$ cat config.mk
export PLATFORM = sky130hd
export DESIGN_NAME = input_handler_flat
export DESIGN_NICKNAME = d
export VERILOG_FILES = /design/src/rtl/clock_pkg.sv /design/src/rtl/input_handler_if.sv /design/src/rtl/input_handler_button_debouncer.sv /design/src/rtl/input_handler.sv /design/src/flat_wrapper.sv
export SDC_FILE = /design/constraint.sdc
export NUM_CORES = 1
export LEC_CHECK = 0
export ABC_CLOCK_PERIOD_IN_PS = 7400
export BUFFER_PORTS_ARGS = -buffer_cell sky130_fd_sc_hd__buf_4
export CORE_UTILIZATION = 60
export DETAILED_ROUTE_END_ITERATION = 6
export PLACE_DENSITY = 0.77
export RECOVER_POWER = 50
export SLEW_MARGIN = 20
export SYNTH_ARGS = -nofsm -noshare
export SYNTH_HDL_FRONTEND = slang
export SYNTH_SLANG_ARGS = --single-unit
$ cat constraint.sdc
create_clock -name clk -period 7.4 [get_ports clk]
set_clock_uncertainty 0.05 [all_clocks]
set_input_delay 1.48 -clock clk [delete_from_list [all_inputs] [get_ports clk]]
set_output_delay 1.48 -clock clk [all_outputs]
set_load 0.02 [all_outputs]
$ cat src/rtl/clock_pkg.sv
// clock_pkg
//   Definitions shared by the input handler and the clock state storage so
//   both ends of the cursor interface agree on encodings.
//   - CLK_HZ: board clock frequency, used to derive default timing parameters.
//   - CURSOR_*: one-hot field-select encodings carried on cursorPos.
//   - holdState_t: long-press reset machine states (IDLE / HOLDING).
//   - cursorLeft / cursorRight: one-hot cursor rotation helpers.
package clock_pkg;

  localparam int CLK_HZ = 100_000_000;

  localparam logic [2:0] CURSOR_SEC  = 3'b001;
  localparam logic [2:0] CURSOR_MIN  = 3'b010;
  localparam logic [2:0] CURSOR_HOUR = 3'b100;

  typedef enum logic {
    IDLE    = 1'b0,
    HOLDING = 1'b1
  } holdState_t;

  // Move toward hours, wrapping. Any non-one-hot value recovers to seconds.
  function automatic logic [2:0] cursorLeft(input logic [2:0] c);
    case (c)
      CURSOR_SEC:  return CURSOR_MIN;
      CURSOR_MIN:  return CURSOR_HOUR;
      default:     return CURSOR_SEC;
    endcase
  endfunction

  // Move toward seconds, wrapping. Any non-one-hot value recovers to seconds.
  function automatic logic [2:0] cursorRight(input logic [2:0] c);
    case (c)
      CURSOR_SEC:  return CURSOR_HOUR;
      CURSOR_HOUR: return CURSOR_MIN;
      default:     return CURSOR_SEC;
    endcase
  endfunction

endpackage

$ cat src/rtl/input_handler_if.sv
// input_handler_if
//   Bundles the raw board buttons and the command outputs of input_handler.
//   Protocol: there is no valid/ready handshake. up, down and reset are
//   single-cycle strobes that the consumer must act on in the cycle they are
//   high; cursorPos is a level that is always exactly one-hot.
//   holdState exposes the long-press machine state for observation.
//   Modports:
//     master - board/driver side: drives buttons, observes outputs.
//     slave  - input_handler side: reads buttons, drives outputs.
interface input_handler_if;
  import clock_pkg::*;

  logic       btnUp;
  logic       btnDown;
  logic       btnLeft;
  logic       btnRight;
  logic       btnCenter;
  logic       up;
  logic       down;
  logic       reset;
  logic [2:0] cursorPos;
  holdState_t holdState;

  modport master (
    output btnUp, btnDown, btnLeft, btnRight, btnCenter,
    input  up, down, reset, cursorPos, holdState
  );

  modport slave (
    input  btnUp, btnDown, btnLeft, btnRight, btnCenter,
    output up, down, reset, cursorPos, holdState
  );

endinterface

$ cat src/rtl/input_handler_button_debouncer.sv
// button_debouncer
//   Two-flop synchroniser, debounce counter and rising-edge detector for one
//   raw push-button.
//   Ports: clk, rst (async, active-high), btnRaw (asynchronous button pin),
//          level (debounced pressed level), rise (1-cycle debounced press).
//   The synchroniser and debounced level reset to "pressed" and level stays
//   low until a debounced release has been seen, so a button held across
//   reset produces neither a press edge nor a held level until it is
//   released and pressed again.
module button_debouncer #(
  parameter int DEBOUNCE_CYCLES = 4
) (
  input  logic clk,
  input  logic rst,
  input  logic btnRaw,
  output logic level,
  output logic rise
);

  localparam int CW = (DEBOUNCE_CYCLES > 1) ? $clog2(DEBOUNCE_CYCLES) : 1;

  logic          sync1;
  logic          sync2;
  logic          deb;
  logic          debPrev;
  logic          armed;
  logic [CW-1:0] cnt;

  always_ff @(posedge clk or posedge rst) begin
    if (rst) begin
      sync1   <= 1'b1;
      sync2   <= 1'b1;
      deb     <= 1'b1;
      debPrev <= 1'b1;
      armed   <= 1'b0;
      cnt     <= '0;
    end else begin
      sync1   <= btnRaw;
      sync2   <= sync1;
      debPrev <= deb;
      armed   <= armed | ~deb;
      if (sync2 == deb) begin
        cnt <= '0;
      end else if (cnt == CW'(DEBOUNCE_CYCLES - 1)) begin
        deb <= sync2;
        cnt <= '0;
      end else begin
        cnt <= cnt + 1'b1;
      end
    end
  end

  assign level = deb & armed;
  assign rise  = deb & ~debPrev;

endmodule

$ cat src/rtl/input_handler.sv
// input_handler
//   Turns the five raw board buttons into single-cycle up/down/reset command
//   pulses and a one-hot cursor position for the clock state storage.
//   Ports: clk, rst (async, active-high), bus (input_handler_if.slave:
//          btnUp/btnDown/btnLeft/btnRight/btnCenter in; up, down, reset,
//          cursorPos, holdState out).
//   Optional feature: define INPUT_HANDLER_AUTO_REPEAT_EN to make a held
//   up/down button repeat after REPEAT_DELAY cycles, then every
//   REPEAT_PERIOD cycles. Without it each press gives exactly one pulse.
module input_handler
  import clock_pkg::*;
#(
  parameter int DEBOUNCE_CYCLES   = CLK_HZ / 100,
  parameter int RESET_HOLD_CYCLES = 2 * CLK_HZ,
  parameter int REPEAT_DELAY      = CLK_HZ / 2,
  parameter int REPEAT_PERIOD     = CLK_HZ / 5
) (
  input logic            clk,
  input logic            rst,
  input_handler_if.slave bus
);

  localparam int HW = $clog2(RESET_HOLD_CYCLES + 1);
  // The hold counter parks one past the firing value so it cannot re-fire.
  localparam logic [HW-1:0] HOLD_FIRE = HW'(RESET_HOLD_CYCLES - 1);
  localparam logic [HW-1:0] HOLD_SAT  = HW'(RESET_HOLD_CYCLES);

  logic upLvl, upRise, downLvl, downRise;
  logic leftLvl, leftRise, rightLvl, rightRise;
  logic centerLvl, centerRise;
  logic repUp, repDown;
  logic holdFire;

  logic          upQ, downQ, resetQ;
  logic [2:0]    cursorQ;
  holdState_t    state;
  logic [HW-1:0] holdCnt;

  button_debouncer #(.DEBOUNCE_CYCLES(DEBOUNCE_CYCLES)) uUp (
    .clk(clk), .rst(rst), .btnRaw(bus.btnUp), .level(upLvl), .rise(upRise));
  button_debouncer #(.DEBOUNCE_CYCLES(DEBOUNCE_CYCLES)) uDown (
    .clk(clk), .rst(rst), .btnRaw(bus.btnDown), .level(downLvl), .rise(downRise));
  button_debouncer #(.DEBOUNCE_CYCLES(DEBOUNCE_CYCLES)) uLeft (
    .clk(clk), .rst(rst), .btnRaw(bus.btnLeft), .level(leftLvl), .rise(leftRise));
  button_debouncer #(.DEBOUNCE_CYCLES(DEBOUNCE_CYCLES)) uRight (
    .clk(clk), .rst(rst), .btnRaw(bus.btnRight), .level(rightLvl), .rise(rightRise));
  button_debouncer #(.DEBOUNCE_CYCLES(DEBOUNCE_CYCLES)) uCenter (
    .clk(clk), .rst(rst), .btnRaw(bus.btnCenter), .level(centerLvl), .rise(centerRise));

  // Cursor buttons and the center button act on edges / levels only.
  logic unusedLevels;
  assign unusedLevels = leftLvl ^ rightLvl ^ centerRise;

`ifdef INPUT_HANDLER_AUTO_REPEAT_EN
  localparam int RMAX = (REPEAT_DELAY > REPEAT_PERIOD) ? REPEAT_DELAY : REPEAT_PERIOD;
  localparam int RW   = (RMAX > 1) ? $clog2(RMAX) : 1;

  logic [RW-1:0] repCnt;
  logic          repPhase;  // 0: waiting out the initial delay, 1: periodic
  logic          oneHeld;
  logic          repFire;

  // Repeating only runs with exactly one of up/down held; any fresh press
  // restarts the delay from the pulse it produces.
  assign oneHeld = upLvl ^ downLvl;
  assign repFire = oneHeld & ~upRise & ~downRise &
                   (repPhase ? (repCnt == RW'(REPEAT_PERIOD - 1))
                             : (repCnt == RW'(REPEAT_DELAY - 1)));

  always_ff @(posedge clk or posedge rst) begin
    if (rst) begin
      repCnt   <= '0;
      repPhase <= 1'b0;
    end else if (!oneHeld || upRise || downRise) begin
      repCnt   <= '0;
      repPhase <= 1'b0;
    end else if (repFire) begin
      repCnt   <= '0;
      repPhase <= 1'b1;
    end else begin
      repCnt <= repCnt + 1'b1;
    end
  end

  assign repUp   = repFire & upLvl;
  assign repDown = repFire & downLvl;
`else
  localparam int unusedRepeatCfg = REPEAT_DELAY + REPEAT_PERIOD;
  logic unusedRepeatLvls;
  assign unusedRepeatLvls = upLvl ^ downLvl;
  assign repUp   = 1'b0;
  assign repDown = 1'b0;
`endif

  assign holdFire = (state == HOLDING) && centerLvl && (holdCnt == HOLD_FIRE);

  always_ff @(posedge clk or posedge rst) begin
    if (rst) begin
      upQ     <= 1'b0;
      downQ   <= 1'b0;
      resetQ  <= 1'b0;
      cursorQ <= CURSOR_SEC;
      state   <= IDLE;
      holdCnt <= '0;
    end else begin
      // Simultaneous up and down presses cancel each other.
      upQ    <= (upRise & ~downRise) | repUp;
      downQ  <= (downRise & ~upRise) | repDown;
      resetQ <= holdFire;

      if (holdFire) begin
        cursorQ <= CURSOR_SEC;
      end else if (leftRise && !rightRise) begin
        cursorQ <= cursorLeft(cursorQ);
      end else if (rightRise && !leftRise) begin
        cursorQ <= cursorRight(cursorQ);
      end

      case (state)
        IDLE: begin
          holdCnt <= '0;
          if (centerLvl) begin
            state <= HOLDING;
          end
        end
        HOLDING: begin
          if (!centerLvl) begin
            state   <= IDLE;
            holdCnt <= '0;
          end else if (holdCnt != HOLD_SAT) begin
            holdCnt <= holdCnt + 1'b1;
          end
        end
        default: begin
          state   <= IDLE;
          holdCnt <= '0;
        end
      endcase
    end
  end

  assign bus.up        = upQ;
  assign bus.down      = downQ;
  assign bus.reset     = resetQ;
  assign bus.cursorPos = cursorQ;
  assign bus.holdState = state;

endmodule

$ cat src/flat_wrapper.sv
// flat-port wrapper written by rule: the top's interface ports become plain ports
module input_handler_flat import clock_pkg::*;
#(
  parameter int DEBOUNCE_CYCLES   = CLK_HZ / 100,
  parameter int RESET_HOLD_CYCLES = 2 * CLK_HZ,
  parameter int REPEAT_DELAY      = CLK_HZ / 2,
  parameter int REPEAT_PERIOD     = CLK_HZ / 5
)
  (clk, rst, bus_btnUp, bus_btnDown, bus_btnLeft, bus_btnRight, bus_btnCenter, bus_up, bus_down, bus_reset, bus_cursorPos, bus_holdState);
  input_handler_if bus_i ();
  input logic clk;
  input logic rst;
  input wire logic [$bits(bus_i.btnUp)-1:0] bus_btnUp;
  input wire logic [$bits(bus_i.btnDown)-1:0] bus_btnDown;
  input wire logic [$bits(bus_i.btnLeft)-1:0] bus_btnLeft;
  input wire logic [$bits(bus_i.btnRight)-1:0] bus_btnRight;
  input wire logic [$bits(bus_i.btnCenter)-1:0] bus_btnCenter;
  output wire logic [$bits(bus_i.up)-1:0] bus_up;
  output wire logic [$bits(bus_i.down)-1:0] bus_down;
  output wire logic [$bits(bus_i.reset)-1:0] bus_reset;
  output wire logic [$bits(bus_i.cursorPos)-1:0] bus_cursorPos;
  output wire logic [$bits(bus_i.holdState)-1:0] bus_holdState;
  assign bus_i.btnUp = bus_btnUp;
  assign bus_i.btnDown = bus_btnDown;
  assign bus_i.btnLeft = bus_btnLeft;
  assign bus_i.btnRight = bus_btnRight;
  assign bus_i.btnCenter = bus_btnCenter;
  assign bus_up = bus_i.up;
  assign bus_down = bus_i.down;
  assign bus_reset = bus_i.reset;
  assign bus_cursorPos = bus_i.cursorPos;
  assign bus_holdState = bus_i.holdState;
  input_handler #(.DEBOUNCE_CYCLES(DEBOUNCE_CYCLES), .RESET_HOLD_CYCLES(RESET_HOLD_CYCLES), .REPEAT_DELAY(REPEAT_DELAY), .REPEAT_PERIOD(REPEAT_PERIOD)) u_core (.clk(clk), .rst(rst), .bus(bus_i));
endmodule
---- Word-level counts from Yosys, hierarchy flattened ----
Cells that the tools add are included.
Widths: inputs -> output; s select.
storage, ports and cells
  register bits after elaboration ......... 155
  bits of input ports ..................... 7
  output and inout port bits .............. 7
  logic and storage cells ................. 105
operators by class
  $add $sub $neg .......................... 6
  eq/ne operators ......................... 16
  multiplexer cells ....................... 19
  bitwise operators ....................... 21
  reduce and logical (&&, ||, !) cells .... 12
operators by type and width
  operator               number
  $mux 20                10
  $add 20x1->20 const B  5
  $eq 20x20->1 const B   5
  $mux 28                2
  $pmux 28 s2            1
  $add 28x1->28 const B  1
  $eq 28x28->1 const B   1
  $ne 28x28->1 const B   1
  $not 1->1              13
  $pmux 3 s2             2
  $reduce_and 2->1       5
  $mux 3                 3
  $and 1x1->1            7
  $eq 1x1->1             5
  $logic_and 1x1->1      4
  $eq 3x1->1 const B     1
  $eq 3x2->1 const B     1
  $eq 3x3->1 const B     1
  $ne 3x3->1 const B     1
  $reduce_bool 3->1      1
  $logic_not 1->1        2
  $mux 1                 1
  $or 1x1->1             1

---- Depth between registers and ports, before layout ----
Gate-level depths: netlist of the first run.
  depth after elaboration ................. 7
  gate-level depth with buffers ........... 7
  depth with buffers taken out ............ 6

---- Hierarchy ----
Synthesis of the first run repeated with hierarchy kept, for this count alone.
unflattened totals
  cells, all modules ...................... 781
  area, all modules ....................... 7756.2 um^2
by module, submodules not included
  module            times used  cells an instance  area an instance (um^2)  sequential area each (um^2)
  button_debouncer  5           116                1174.9                   630.6
  input_handler     1           201                1881.8                   877.1

---- Least setup slack after synthesis of the first run ----
OpenSTA, ideal clock, no wires.
  kind .................................... reg2out
  start point ............................. register u_core.cursorQ[0], in the netlist u_core.bus.cursorPos[0]
  end point ............................... output bus_cursorPos[0]
  data arrival time ....................... 0.601 ns
  required time ........................... 5.870 ns
  path slack .............................. 5.269 ns
  cell stages (with the launch flop) ...... 1
  buffers on the path ..................... 0
  cells stage by stage .................... dfstp_2
RTL lines
  what                    line                  source
  from (decl)             input_handler.sv:35   logic [2:0] cursorQ;
  from (signal assigned)  input_handler.sv:114  cursorQ <= cursorLeft(cursorQ);
  from (signal assigned)  input_handler.sv:116  cursorQ <= cursorRight(cursorQ);
  to (decl)               flat_wrapper.sv:21    output wire logic [$bits(bus_i.cursorPos)-1:0] bus_cursorPos;
No word-level cell between the ends.

==> results of run 1 <==
## synth_stat cells, types with 4 or more instances
| cell type | instances | share of area [%] |
|---|---|---|
| dfrtp_1 | 135 | 45 |
| mux2_2 | 5 | 0.75 |
| dfstp_2 | 20 | 7.0 |
| clkbuf_1 | 23 | 1.1 |
| and3_1 | 16 | 1.3 |
| nand3_1 | 52 | 3.5 |
| and4_1 | 13 | 1.5 |
| nand4_1 | 24 | 2.0 |
| nand4b_1 | 5 | 0.58 |
| xnor2_1 | 40 | 4.7 |
| nor4_1 | 19 | 1.6 |
| nand2_1 | 52 | 2.6 |
| nand2b_1 | 4 | 0.33 |
| mux2i_1 | 4 | 0.53 |
| a21oi_1 | 48 | 3.2 |
| and2_1 | 9 | 0.75 |
| xor2_1 | 33 | 3.8 |
| nor3_1 | 19 | 1.3 |
| or4_1 | 20 | 2.0 |
| nor4b_1 | 5 | 0.58 |
| o31ai_1 | 20 | 2.0 |
| or3_1 | 28 | 2.3 |
| ha_1 | 8 | 1.3 |
| o21ai_0 | 30 | 2.0 |
| inv_1 | 24 | 1.2 |
| nor2_1 | 91 | 4.5 |
## kinds of logic (layout without fill, tap and decap cells)
group                      count (synthesis)  in the layout
and+or+nand+nor                          369            369
AOI/OAI and AO/OA                        106            106
adders and majority gates                  8              8
DFF                                      155            155
xor gates and xnor gates                  73             73
muxes                                      9              9
buffers and inverters                     49             75
## registers in the layout, summed over array words and instances (netlist names), 3 cells and up
name	flops
u_core.holdCnt	28
u_core.uCenter.cnt	20
u_core.uDown.cnt	20
u_core.uLeft.cnt	20
u_core.uRight.cnt	20
u_core.uUp.cnt	20
u_core.bus.cursorPos	3
## path summary, 6_finish.rpt
| kind | endpoint | depth (start not counted) |
|---|---|---|
| setup / recovery | u_core.uRight.cnt[10] | 3 |
| hold / removal | u_core.uCenter.sync2 | 0 |
| max in group clk | bus_cursorPos[0] | 1 |
| hold reg to reg | u_core.uCenter.sync2 | 0 |
| min in group asynchronous | u_core.uLeft.cnt[2] | 2 |
| setup reg to reg | u_core.bus.cursorPos[2] | 4 |
## worst max-delay path, delay by kind of cell
| family | cells | cell delay [ns] |
|---|---|---|
| buf+inv | 3 | 2.97 |
## per-stage QoR
| stage | worst slack [ns] | instances | instance area (µm²) | utilization, % | hold slack, ns |
|---|---|---|---|---|---|
| after floorplan | 1.72 | 769 | 7520 | - | 0.295 |
| after global placement | 4.27 | 931 | 7800 | 64.4 | 0.296 |
| after detailed placement | 4.23 | 931 | 7800 | 64.4 | 0.302 |
| after CTS | 4.69 | 963 | 8390 | 69.2 | 0.306 |
| after global routing | 2.58 | 963 | 8360 | 69.0 | 0.313 |
| final | 3.24 | 963 | 8360 | 69.0 | 0.308 |
## metal layers
layer / GRT usage [%] / share of wire (%) / vias up
met5: 0 / 0 / -
met4: 8.83 / 1.1 / 0
met3: 6.06 / 3.9 / 15
met2: 41.3 / 50 / 130
met1: 32.4 / 45 / 2917
li1: - / - / 2787
## report_power, final
| group | switching (W) | internal (W) | total [W] |
|---|---|---|---|
| clock network | 0.000337 | 0.000529 | 0.000866 |
| logic | 0.0000311 | 0.0000107 | 0.0000419 |
| registers | 0.00000958 | 0.000860 | 0.000869 |
| total | 0.000378 | 0.00140 | 0.00178 |
## area by class of cell
cell class / instances / area [µm²]
sequential: 155 / 3900
inverter: 24 / 91.3
fill: 943 / 3750
multi-input combinational: 565 / 3430
timing repair buffer: 19 / 131
tap: 168 / 210
clock inverter: 11 / 146
clock buffer: 21 / 440
==> out/results.txt, run 1 <==
# resized after CTS - 0
Static leakage - 3.27 nW
CP max FO - 80
# DRC - 0
Clock Tree Root - clkbuf_16
Drt via density - 6.07
Final min period - 4.16 ns
Detailed Route WL - 15000 µm
CTS tree - yes
Largest family of logic cells by synthesized area - simple AND/OR/NAND/NOR gates
Via count of the first global-routing pass - 5705
Bufs on Longest Clock Path - 2
First-pass GRT wire length - 25900 µm
Pwr dens - 213 nW/µm²
Post-route ant nets - 0
Max-slew violations - 81
Avg Synthesized Cell Area - 9.78 µm²
Fmax - 240 MHz
Clk sink count - 155
RSZ-0062 raised after global routing - no
Synth Area in Adders - 1.33%
Xor and xnor area share after synthesis - 8.50%
Fraction of layout cells with a size suffix above 1 - 8.55%
Die area - 13000 µm²
PnR Total Power - 0.00178 W
Commonest non-fill, non-tap cell in the layout - dfrtp_1
P&R area growth vs syn - 11.1%
Setup violators final - 0
Max cap viols - 1
R2R setup slack - 4.73 ns
Total grt overflow - 0
Crit Path Category - in2async
Mux cell area share after synthesis - 1.28%
Async set-reset flop share out of synthesis - 100%
Failing checks - max-capacitance violations, max-slew violations
Top_reg_cell synth - dfrtp_1
Fin nets - 797
Synth Net Count - 784
IO Pins - 14
Core area - 12100 µm²
Initial core utilization - 62.1%
Final hold violations - 0
Worst-path clk slew - 0.06 ns
Post-Syn Instances - 769
Max incr delay on CP - 1.90 ns
EDFF count, synth - 0
Yosys reg bits - 155
Clk_lat worst skew - 0.42 ns
Diodes inserted - 0
Num CTS Buffers - 17
Worst-Margin Slew - 3.38 ns
Hold WC Path Type - reg2reg
Max IR drop VDD - 0.178 mV
Mapped cell area - 7520 µm²
Crit-path cells - clkbuf_4 -> clkinvlp_2 -> buf_4
Initial antenna violation count - 0
H-Tree Depth - 4
CP startpoint - rst
DR vias - 5849
Initial DRC Count - 520
Routed length per instance - 15.5 µm
GR Util All Layers - 25.0%
Crit path arrival time - 4.53 ns
Hold wc startpoint - u_core.uCenter.sync1
Slowest-stage cell, CP - clkinvlp_2
Seq/Total Area, Yosys - 51.9%
Initial DRT Pass Iterations - 5
Critical Path RT - 7.77 ns
Simple-Gate Fraction of Synth Area - 26.5%
Number of buffers inserted by hold repair at cts - 0
Status - finished, violations left
Height of the die - 114 µm
Post-DP HPWL - 9760 µm
Total negative slack - 0 ns
Rows - 40
Crit path launch type - input pin
Slew Limit Headroom - -127%
I/O Buffers - 13
Crit end category - asynchronous set/reset pin
Final Cycle Share - 56.2%
R2R Path Start - u_core.uCenter.deb
GP Congestion - 0.813
Largest net degree at the start of global routing - 81
Cell variety after synth - 43
Most frequent cells in the layout - dfrtp_1, nor2_1, nand3_1, nand2_1, a21oi_1
Die Wd - 114 µm
Synth Warn # - 0
Synth Area in Compound Gates - 8.05%
Setup bufs post-CTS - 0
No activity file was read; power rests on OpenSTA's default activity.
==> inputs of run 2 (changes only) <==
--- a/config.mk
+++ b/config.mk
@@ -5,7 +5,8 @@
 export SDC_FILE = /design/constraint.sdc
 export NUM_CORES = 1
 export LEC_CHECK = 0
-export ABC_CLOCK_PERIOD_IN_PS = 7400
+export ABC_AREA = 1
+export ABC_CLOCK_PERIOD_IN_PS = 4300
 export BUFFER_PORTS_ARGS = -buffer_cell sky130_fd_sc_hd__buf_4
 export CORE_UTILIZATION = 60
 export DETAILED_ROUTE_END_ITERATION = 6
==> constraint.sdc (replaced) <==
create_clock -name clk -period 4.3 [get_ports clk]
set_clock_uncertainty 0.05 [all_clocks]
set_input_delay 0.86 -clock clk [delete_from_list [all_inputs] [get_ports clk]]
set_output_delay 0.86 -clock clk [all_outputs]
set_load 0.02 [all_outputs]
==> out/results.txt, run 2 <==
Crit path launch type - flop
Total negative slack - 0 ns (unchanged)
Seq/Total Area, Yosys - 47.9% (-4.0 points)
H-Tree Depth - 4 (unchanged)
EDFF count, synth - 0 (unchanged)
R2R setup slack - 2.42 ns (-2.31 ns)
Initial DRT Pass Iterations - 5 (unchanged)
Detailed Route WL - 15600 µm (+4.4%)
GR Util All Layers - 24.9% (-0.11 points)
Top-area cell type share of the netlist area - 41.5% (-3.4 points)
Number of buffers inserted by hold repair at cts - 0 (unchanged)
Biggest register - u_core.holdCnt
Routed length per instance - 12.2 µm (-21%)
Drt via density - 5.08 (-16%)
Die area - 14000 µm² (+8.1%)
Mapped cell area - 8150 µm² (+8.3%)
Count leader, synth - nor2_1
Synth top area cells - dfrtp_1, nor2_1, nand2_1, dfstp_2, inv_1
Initial core utilization - 61.5% (-0.60 points)
Placed insts - 1245 (+34%)
Slowest-stage cell, CP - dfstp_2
Clk sink count - 155 (unchanged)
Static leakage - 3.89 nW (+19%)
Crit path buf inv count - 1 (-2)
Commonest non-fill, non-tap cell in the layout - nor2_1
Post-Syn Instances - 1055 (+37%)
Max incr delay on CP - 0.58 ns (-1.32 ns)
Clk_lat worst skew - 0.43 ns (about the same)
Fin nets - 1103 (+38%)
CTS tree - yes
Max-slew violations - 0 (-100%)
Initial DRC Count - 384 (-26%)
Fmax - 484 MHz
Finished Layout Cells - 1277 (+33%)
Synth cell count leaders - nor2_1, nand2_1, dfrtp_1, inv_1, nand3_1
Top_reg_cell synth - dfrtp_1
Switching portion of total power - 19.8% (-1.5 points)
Die Wd - 119 µm (+4.0%)
Num CTS Buffers - 17 (unchanged)
Setup violators final - 0 (unchanged)
Max reg flops - 28 (unchanged)
Largest net degree at the start of global routing - 101 (+25%)
I/O Buffers - 13 (unchanged)
Final min period - 2.07 ns
CP max FO - 3 (-96%)
Max cap viols - 0 (-1)
GP Congestion - 0.901 (+11%)
Synth Warn # - 0 (unchanged)
Crit end category - output pin
PnR Total Power - 0.00329 W (+85%)
Total grt overflow - 0 (unchanged)
Async set-reset flop share out of synthesis - 100% (unchanged)
Crit-path cells - buf_4
Cell variety after synth - 32 (-26%)
Height of the die - 119 µm (+4.0%)
Yosys reg bits - 155 (unchanged)
Worst-Margin Slew - 0.627 ns (-2.75 ns)
Pwr dens - 359 nW/µm² (+69%)
Post-Route Utilization - 69.2% (+0.18 points)
Slew Limit Headroom - 58.2% (+180 points)
Post-route ant nets - 0 (unchanged)
Post-route cell area - 9160 µm² (+9.6%)
Avg Synthesized Cell Area - 7.72 µm² (-21%)
RSZ-0062 raised after global routing - no
Net Sw Power - 0.000650 W (+72%)
Post-DP HPWL - 11000 µm (+13%)
Max IR drop VDD - 0.375 mV (+110%)
Bufs on Longest Clock Path - 2 (unchanged)
Crit Path Category - reg2out
IO Pins - 14 (unchanged)
Delay-heaviest family, CP - flip-flops
Clock Tree Root - clkbuf_16
Internal power - 0.00264 W (+88%)
Fraction of layout cells with a size suffix above 1 - 10.3% (+1.7 points)
Comb power frac - 2.5% (about the same)
Diodes inserted - 0 (unchanged)
Clk pwr share - 52.2% (+3.5 points)
P&R area growth vs syn - 12.5%
Synth Net Count - 1070 (+36%)
Post-place instance area - 8480 µm² (+8.7%)
Status - complete, no violations
First-pass GRT wire length - 27900 µm (+7.9%)
# DRC - 0 (unchanged)
DR vias - 6488 (+11%)
Worst-path clk slew - 0.06 ns (about the same)
Hold WC Path Type - reg2reg
Leading area contributor after synthesis - dfrtp_1
Via count of the first global-routing pass - 6274 (+10%)
Final Cycle Share - 48.0%
Initial antenna violation count - 0 (unchanged)
Seq pwr share - 45.3% (-3.6 points)
Critical Path RT - 3.39 ns (-4.38 ns)
# resized after CTS - 0 (unchanged)
Core area - 13200 µm² (+9.3%)
Final hold violations - 0 (unchanged)
Rows - 42 (+5.0%)
Setup bufs post-CTS - 0 (unchanged)
Most frequent cells in the layout - nor2_1, nand2_1, dfrtp_1, inv_1, nand3_1
Crit path arrival time - 1.16 ns (-3.37 ns)
run 2: cell types whose count changed after synthesis, moves of 13 or more:
cell      delta
or3_1       -28
a21oi_1     -14
inv_1       +95
o31ai_1     -20
nand2_1    +191
nor2_2      +15
clkbuf_1    -23
and4_1      -13
nand3_1     +16
xnor2_1     -14
nor4_1      -17
and3_1      -15
nor2_1     +153
or4_1       -20
run 2: layout make-up:
cell class / count / area, µm²
clock buffer: 22 / 474
clock inverter: 10 / 210
fill: 1123 / 4080
inverter: 123 / 464
multi-input combinational: 776 / 3760
tap: 176 / 220
timing repair buffer: 15 / 125
sequential: 155 / 3900
run 2: worst paths after layout:
| kind | cells after the start | end | startpoint |
|---|---|---|---|
| worst max-delay path | 1 | bus_cursorPos[0] | u_core.bus.cursorPos[0] |
| worst min-delay path | 0 | u_core.uRight.sync2 | u_core.uRight.sync1 |
| worst max register to register | 8 | u_core.bus.cursorPos[2] | u_core.uCenter.deb |
| worst min register to register | 0 | u_core.uRight.sync2 | u_core.uRight.sync1 |
| max in group asynchronous | 3 | u_core.uRight.cnt[8] | rst |
| min in group asynchronous | 2 | u_core.uCenter.cnt[17] | rst |
run 2: metal layers:
layer | share of wire, % | wire (µm) | track usage [%] | vias to the layer above
li1 | - | - | - | 3351
met1 | 47 | 7290 | 32.2 | 3025
met2 | 49 | 7620 | 41.7 | 98
met3 | 3.4 | 528 | 5.98 | 14
met4 | 1.2 | 185 | 7.44 | 0
met5 | 0 | 0 | 0 | -
run 2: through the flow:
| step | setup slack [ns] | hold WS [ns] |
|---|---|---|
| 5_1_grt | 2.20 | 0.308 |
| 3_3_place_gp | 2.60 | 0.297 |
| 3_5_place_dp | 2.58 | 0.297 |
| 4_1_cts | 2.21 | 0.275 |
| 6_report | 2.23 | 0.303 |
| 2_1_floorplan | 1.45 | 0.295 |
run 2: logic make-up (layout without fill, tap and decap cells):
kind of cell	after synthesis	in the layout	share of synthesized area [%]
fa+ha+maj	8	8	1.23
compound gates	60	60	3.82
simple gates	647	647	34.6
flops	155	155	47.9
buf+inv	124	170	5.85
xor+xnor	61	61	6.56
run 2: power groups by stage:
stage          Sequential [W]  Combinational, W  Clock [W]
6_report              0.00149         0.0000814    0.00172
5_1_grt               0.00149         0.0000970    0.00181
4_1_cts               0.00149         0.0000860    0.00174
3_5_place_dp          0.00152         0.0000854          0
3_3_place_gp          0.00152         0.0000843          0
2_1_floorplan         0.00151         0.0000605          0
